--- src/rtl/reaction_game_fsm.sv ---
// reaction_game_fsm: blue/red/green/score reaction-time game controller
// feeding the VGA drawing FSM with reactScreen and currentScore.
module reaction_game_fsm #(
  parameter int          CYCLES_PER_MS = 50000,
  parameter int          MIN_DELAY_MS  = 1000,
  parameter logic [15:0] DELAY_MASK    = 16'h07FF
) (
  input  logic        clk,
  input  logic        iResetn,
  input  logic        iClick,
  output logic [1:0]  reactScreen,
  output logic [11:0] currentScore,
  output logic [11:0] oBest,
  output logic        oTooEarly
);

  localparam int PW =
    (CYCLES_PER_MS > 1) ? $clog2(CYCLES_PER_MS) : 1;
  localparam logic [PW-1:0] PS_LAST =
    PW'(CYCLES_PER_MS - 1);
  localparam logic [15:0] MIN_D = 16'(MIN_DELAY_MS);
  localparam logic [11:0] SCORE_MAX = 12'hFFF;
  localparam logic [15:0] SEED = 16'hACE1;

  typedef enum logic [1:0] {
    S_IDLE  = 2'd0,
    S_WAIT  = 2'd1,
    S_GO    = 2'd2,
    S_SCORE = 2'd3
  } state_t;

  logic          sync1;
  logic          sync2;
  logic          prev;
  logic          click;
  logic [15:0]   lfsr;
  logic          fb;
  logic [PW-1:0] presc;
  logic          tick;
  state_t        state;
  logic [15:0]   delay;
  logic [11:0]   score;
  logic [11:0]   best;
  logic          early;
  logic          go_wait;
  logic          go_go;

  always_ff @(posedge clk or negedge iResetn) begin
    if (!iResetn) begin
      sync1 <= 1'b0;
      sync2 <= 1'b0;
      prev  <= 1'b0;
    end else begin
      sync1 <= iClick;
      sync2 <= sync1;
      prev  <= sync2;
    end
  end

  assign click = sync2 & ~prev;

  // taps 16,14,13,11 of the Fibonacci form, shifting right
  assign fb = lfsr[0] ^ lfsr[2] ^ lfsr[3] ^ lfsr[5];

  always_ff @(posedge clk or negedge iResetn) begin
    if (!iResetn) begin
      lfsr <= SEED;
    end else begin
      lfsr <= {fb, lfsr[15:1]};
    end
  end

  assign tick = (presc == PS_LAST);

  assign go_wait = (state == S_IDLE) && click;
  assign go_go   = (state == S_WAIT) && !click
                && tick && (delay == 16'd1);

  // restart on WAIT/GO entry so each ms is measured from entry
  always_ff @(posedge clk or negedge iResetn) begin
    if (!iResetn) begin
      presc <= '0;
    end else if (go_wait || go_go || tick) begin
      presc <= '0;
    end else begin
      presc <= presc + PW'(1);
    end
  end

  always_ff @(posedge clk or negedge iResetn) begin
    if (!iResetn) begin
      state <= S_IDLE;
      delay <= 16'd0;
      score <= 12'd0;
      best  <= SCORE_MAX;
      early <= 1'b0;
    end else begin
      unique case (state)
        S_IDLE: begin
          if (click) begin
            state <= S_WAIT;
            delay <= MIN_D + (lfsr & DELAY_MASK);
            early <= 1'b0;
          end
        end
        S_WAIT: begin
          if (click) begin
            state <= S_IDLE;
            early <= 1'b1;
          end else if (tick) begin
            delay <= delay - 16'd1;
            if (delay == 16'd1) begin
              state <= S_GO;
              score <= 12'd0;
            end
          end
        end
        S_GO: begin
          if (click) begin
            state <= S_SCORE;
            if (score < best) begin
              best <= score;
            end
          end else if (tick && (score != SCORE_MAX)) begin
            score <= score + 12'd1;
          end
        end
        S_SCORE: begin
          if (click) begin
            state <= S_IDLE;
          end
        end
      endcase
    end
  end

  assign reactScreen  = state;
  assign currentScore = score;
  assign oBest        = best;
  assign oTooEarly    = early;

endmodule

--- config.mk ---
export PLATFORM = sky130hd
export DESIGN_NAME = reaction_game_fsm
export DESIGN_NICKNAME = d
export VERILOG_FILES = /design/src/rtl/reaction_game_fsm.sv
export SDC_FILE = /design/constraint.sdc
export NUM_CORES = 1
export LEC_CHECK = 0
export ABC_AREA = 1
export CELL_PAD_IN_SITES_DETAIL_PLACEMENT = 1
export CELL_PAD_IN_SITES_GLOBAL_PLACEMENT = 1
export CORE_ASPECT_RATIO = 1.25
export CORE_MARGIN = 1.5
export CORE_UTILIZATION = 47
export CTS_CLUSTER_DIAMETER = 50
export DETAILED_ROUTE_END_ITERATION = 8
export PLACE_DENSITY = 0.93
export SLEW_MARGIN = 25
export SYNTH_ARGS = -nofsm -noshare
export SYNTH_HDL_FRONTEND = slang
export SYNTH_SLANG_ARGS = --single-unit
--- constraint.sdc ---
create_clock -name clk -period 4.2 [get_ports clk]
set_input_delay 0.42 -clock clk [delete_from_list [all_inputs] [get_ports clk]]
set_output_delay 0.42 -clock clk [all_outputs]
set_load 0.05 [all_outputs]
== Word-level counts from Yosys, hierarchy flattened ==
Index checks and enable logic that the tools add are counted.

* Bits in registers: 78
* Input port bits: 3
* Output and inout bits: 27
* Word-level logic and storage cells: 74

* Add/sub/neg operators: 4
* $lt $le $gt $ge: 1
* Equal/unequal tests: 17
* Multiplexer cells: 21
* Bitwise gates (word level): 5
* Reduce and logical (&&, ||, !) cells: 16

{| class="wikitable"
|+ Operator list
! kind !! number
|-
| 2-to-1 mux 16 bit || 4
|-
| 2-to-1 mux 12 bit || 5
|-
| case mux 16 bit (2 select lines) || 1
|-
| case mux 12 bit (2 select lines) || 1
|-
| adder 16 x 1 -> 16 bit, second input constant || 1
|-
| == test 16 x 1 -> 1 bit, second input constant || 1
|-
| == test 16 bit, second input constant || 1
|-
| inequality test 2 bit, second input constant || 8
|-
| subtractor 16 x 1 -> 16 bit, second input constant || 1
|-
| adder 10 x 11 -> 12 bit, first input constant || 1
|-
| adder 12 x 1 -> 12 bit, second input constant || 1
|-
| < comparator 12 bit || 1
|-
| 2-to-1 mux 2 bit || 6
|-
| inequality test 12 bit, second input constant || 1
|-
| case mux 2 bit (4 select lines) || 1
|-
| AND reduction 3 bit || 2
|-
| AND reduction 6 bit || 1
|-
| logical AND 1 bit || 5
|-
| AND reduction 5 bit || 1
|-
| == test 2 bit, second input constant || 2
|-
| AND reduction 4 bit || 1
|-
| nonzero test 2 bit || 2
|-
| inequality test 3 x 2 -> 1 bit, second input constant || 1
|-
| inequality test 3 bit, second input constant || 1
|-
| other kinds (10) || 14
|}

== Longest topological paths before layout ==
* Word-level depth: 9
* Mapped depth: 11
* Mapped depth without buffers: 11

== Worst setup path after synthesis ==
OpenSTA, ideal clock, no wires.

* Kind: register -> register
* Start: register score[1] (netlist: currentScore[1])
* End: register score[9] (netlist: currentScore[9])
* Arrival time: 1.903 ns
* Data required time: 4.087 ns
* Setup slack: 2.185 ns
* Cell stages (with the launch flop): 9
* Path buffers: 0
* Period minus slack after synthesis: 2.015 ns
* Cells stage by stage: dfrtp_1 -> ha_1 -> nand3_1 -> nor3_1 -> nand3_1 -> nand3_2 -> nand2_1 -> nand2_1 -> inv_1

* Longest elaborated chain between the ends: 4
* Elaborated cells between the ends (all ways): 8
* Those cells by class: 1 x add/sub; 2 x eq/ne; 3 x mux; 2 x reduce/logical

{| class="wikitable"
|+ RTL lines
! element !! RTL line !! text
|-
| start, declared || 42 || <nowiki>logic [11:0] score;</nowiki>
|-
| start signal, assigned || 125 || <nowiki>score <= score + 12'd1;</nowiki>
|-
| adder 12 x 1 -> 12 bit or inequality test 12 bit (tied branches) || 125, 124 ||
|-
| 2-to-1 mux 12 bit or logical AND 1 bit (tied branches) || 124 || <nowiki>end else if (tick && (score != SCORE_MAX)) begin</nowiki>
|-
| 2-to-1 mux 12 bit or inequality test 2 bit (tied branches) || n/a ||
|-
| case mux 12 bit (2 select lines) or AND reduction 6 bit (tied branches) || n/a ||
|}

Several ways; a longest one is shown, not always the timed one. The select of a mux whose other input is x is not followed.
A chain may end at the register's enable or synchronous reset.

== Worst setup path in the final report ==
* Start: register presc[0]
* End: register delay[15]

* Longest elaborated chain between the ends: 3

{| class="wikitable"
|+ RTL lines
! element !! RTL line !! text
|-
| start, declared || 38 || <nowiki>logic [PW-1:0] presc;</nowiki>
|-
| start signal, assigned || 86 || <nowiki>presc <= presc + PW'(1);</nowiki>
|-
| == test 16 bit || 73 || <nowiki>assign tick = (presc == PS_LAST);</nowiki>
|-
| inequality test 2 bit (no source line) || n/a ||
|-
| AND reduction 4 bit (no source line) || n/a ||
|-
| end signal, assigned || 102 || <nowiki>delay <= MIN_D + (lfsr & DELAY_MASK);</nowiki>
|-
| end signal, assigned || 111 || <nowiki>delay <= delay - 16'd1;</nowiki>
|-
| end, declared || 41 || <nowiki>logic [15:0] delay;</nowiki>
|}

No other way between the ends.

==> flow_summary.ini <==
[outcome]
status = completed

[detailed_routing]
via_count = 4078
dr_wl_met2_mm = 6.938
drt-pass1-iter-count = 4
routed_wl_mm = 12.83
drc = 0
wl_met1_mm = 5.124
viasPerCell = 5.526
top_layer_used = met4
wire_per_inst_um = 17.38
first_iter_violations = 143
wl_met3_um = 241
antenna_left = 0

[setup_path]
r2r_cells = 8
crit_fanout = 15
r2r-start = presc[0]
cp_slowest_cell = nand2_1
r2r_end = delay[15]
endpoint_kind = flop
crit_arrival_ps = 2710
reg2reg_slack_ps = 1720
cpPeakStageDelay_ps = 440
critPathKind = flop to flop
crit_top_cell = nand2_1
crit_buf_inv = 0
critical-path-top-delay-family = simple AND/OR/NAND/NOR gates
crit_required_ps = 4420
start_kind = flop
path_cells = ha_1 -> nand3_1 -> nor2_1 -> nand2_1 -> nand2_1 -> nand2_1 -> nor3_1 -> nor2_1

[clocking]
clk_path_buf_depth = 2
cts_setup_buffers = 0
clk_pin_slew_ps = 70
cts-root-buf = clkbuf_16
clkLatencyLatePin_ps = 350
cts_tree = yes
htree_levels = 3
cts_hold_buf = 0
post_cts_resized = 0
cts_sinks = 78
cts_buffers = 9

[die]
initial_core_util = 0.4846
core-area_mm2 = 0.009125
pin_count = 30
fp.dieH_um = 111.4
num_rows = 39
die_x_um = 89.76
dieArea_mm2 = 0.01000

[layout]
syn_to_final_growth_pct = 15.68
insertedDiodeCount = 0
drive_gt1_frac = 0.1041
final_util = 0.5605
fill_cells = 1158
num-nets-final = 629

[yosys]
avgSynthCellArea_um2 = 7.650
syn_inst = 578
synth_cell_type_count = 36
synth_largest_area_cell = dfrtp_1
synthArstFlopShare = 1.000
synth_most_common_cell = nand2_1
synth-main-ff-cell = dfrtp_1
yosys_warnings = 0
ys_seq_area_frac = 0.4471
synth_area_leaders = dfrtp_1 33%, nand2_1 13%, dfstp_2 12%
synth_top_area_frac = 0.3282
synth_edf_count = 0
syn_nets = 597
syn-cell-area_mm2 = 0.004422
ys_ff_latch = 78
netlist_top_cells_count = 154 x nand2_1, 72 x nor2_1, 70 x inv_1, 58 x dfrtp_1, 31 x nand3_1

[sta]
hold_violations = 0
tns_ps = 0
slew_viol_final = 0
tightestPinTransition_ps = 736.3
setup_viol = 0
maxSlewHeadroom = 0.5091
fin_crit_sh = 0.5914
skew_ps = 9.868
max_freq_mhz = 402.6
layout_min_cycle_time_ps = 2484
rsz0062_at_grt = no

[placed_design]
gp_congestion = 0.8670
post-dp-hpwl_mm = 9.086
port_buffers = 29

[grt]
grt_pass1_vias = 4544
grt-ovfl-total = 0
grt_usage = 0.2736
antenna_found_initial = 0
grt_max_degree = 79
grt_pass1_wl_mm = 21.91

[pwr]
powerDensity_mw_per_mm2 = 423.3
ir_drop_v = 0.0002831
p_leak_uw = 0.002338

[flow_run]
maxCapViolations = 0

[hold_path]
hp-class = input port to async pin
## state kept, by name, summed over array words and instances (netlist names), named ones only
register / count
currentScore: 12
delay: 16
lfsr: 16
oBest: 12
oTooEarly: 1
presc: 16
prev: 1
reactScreen: 1
sync1: 1
sync2: 1
## cell type report
type | count | area [um2] | area share
multi-input cells | 417 | 2111 | 0.4127
flip-flops and latches | 78 | 1977 | 0.3865
clock inverters | 7 | 72.57 | 0.01419
well taps | 123 | 153.9 | 0.03009
repair buffers | 29 | 291.5 | 0.05700
clock buffers | 9 | 225.2 | 0.04403
inverters | 75 | 284.0 | 0.05553
## report_power, final
part | switching [uW] | internal (uW) | total (uW)
Sequential | 90.7 | 835 | 926
Clock | 326 | 461 | 787
Combinational | 319 | 134 | 453
## worst register-to-register path, stage by stage, from the launching register on
cell and delay (ps):
dfrtp_1 380, ha_1 210, nand3_1 190, nor2_1 170, nand2_1 160, nand2_1 390
nand2_1 440, nor3_1 340, nor2_1 90
## metal layers
layer | vias up | track usage
li1 | 1931 | -
met1 | 2034 | 0.2961
met2 | 71 | 0.5120
met3 | 42 | 0.04098
met4 | 0 | 0.1439
met5 | - | 0
## placed cells by master, fill, tap and decap left out, drive strengths merged, types with 4 or more instances in the layout
master         instances
inv                   76
a31oi                  4
nor3                  19
nand3                 32
nand2                156
nand3b                 4
nor2                  77
xor2                   8
xnor2                  6
o21ai                 45
a21oi                 26
nand4                 14
clkdlybuf4s50         28
dfstp                 20
ha                    16
dfrtp                 58
clkbuf                 9
## worst max path at each step
stage | from | end | slack (ps) | cells after the start
floorplan | currentScore[1] | currentScore[9] | 2180 | 8
global placement | sync2 | delay[15] | 1890 | 10
detailed placement | presc[0] | delay[13] | 1770 | 8
CTS | presc[0] | delay[15] | 1720 | 8
global route | presc[0] | delay[15] | 1410 | 9
finish | presc[0] | delay[15] | 1720 | 8
## per-stage QoR
step	setup WS, ps	hold slack [ps]	std cells	power, uW	cell area, um2
2_1_floorplan	2185	124.4	578	1234	4422
3_3_place_gp	1890	334.9	722	1347	4813
3_5_place_dp	1771	339.2	722	1381	4813
4_1_cts	1715	273.5	738	2180	5111
5_1_grt	1411	158.0	738	2273	5115
6_report	1716	80.02	738	2165	5115
## cell families after synthesis
logic type,after synthesis,share of synthesized area
buffers and inverters,83,0.07555
xor gates and xnor gates,14,0.02773
and+or+nand+nor,306,0.2980
adders and majority gates,16,0.04527
AOI/OAI and AO/OA,81,0.1064
DFF,78,0.4471
No activity file was read; power rests on OpenSTA's default activity.
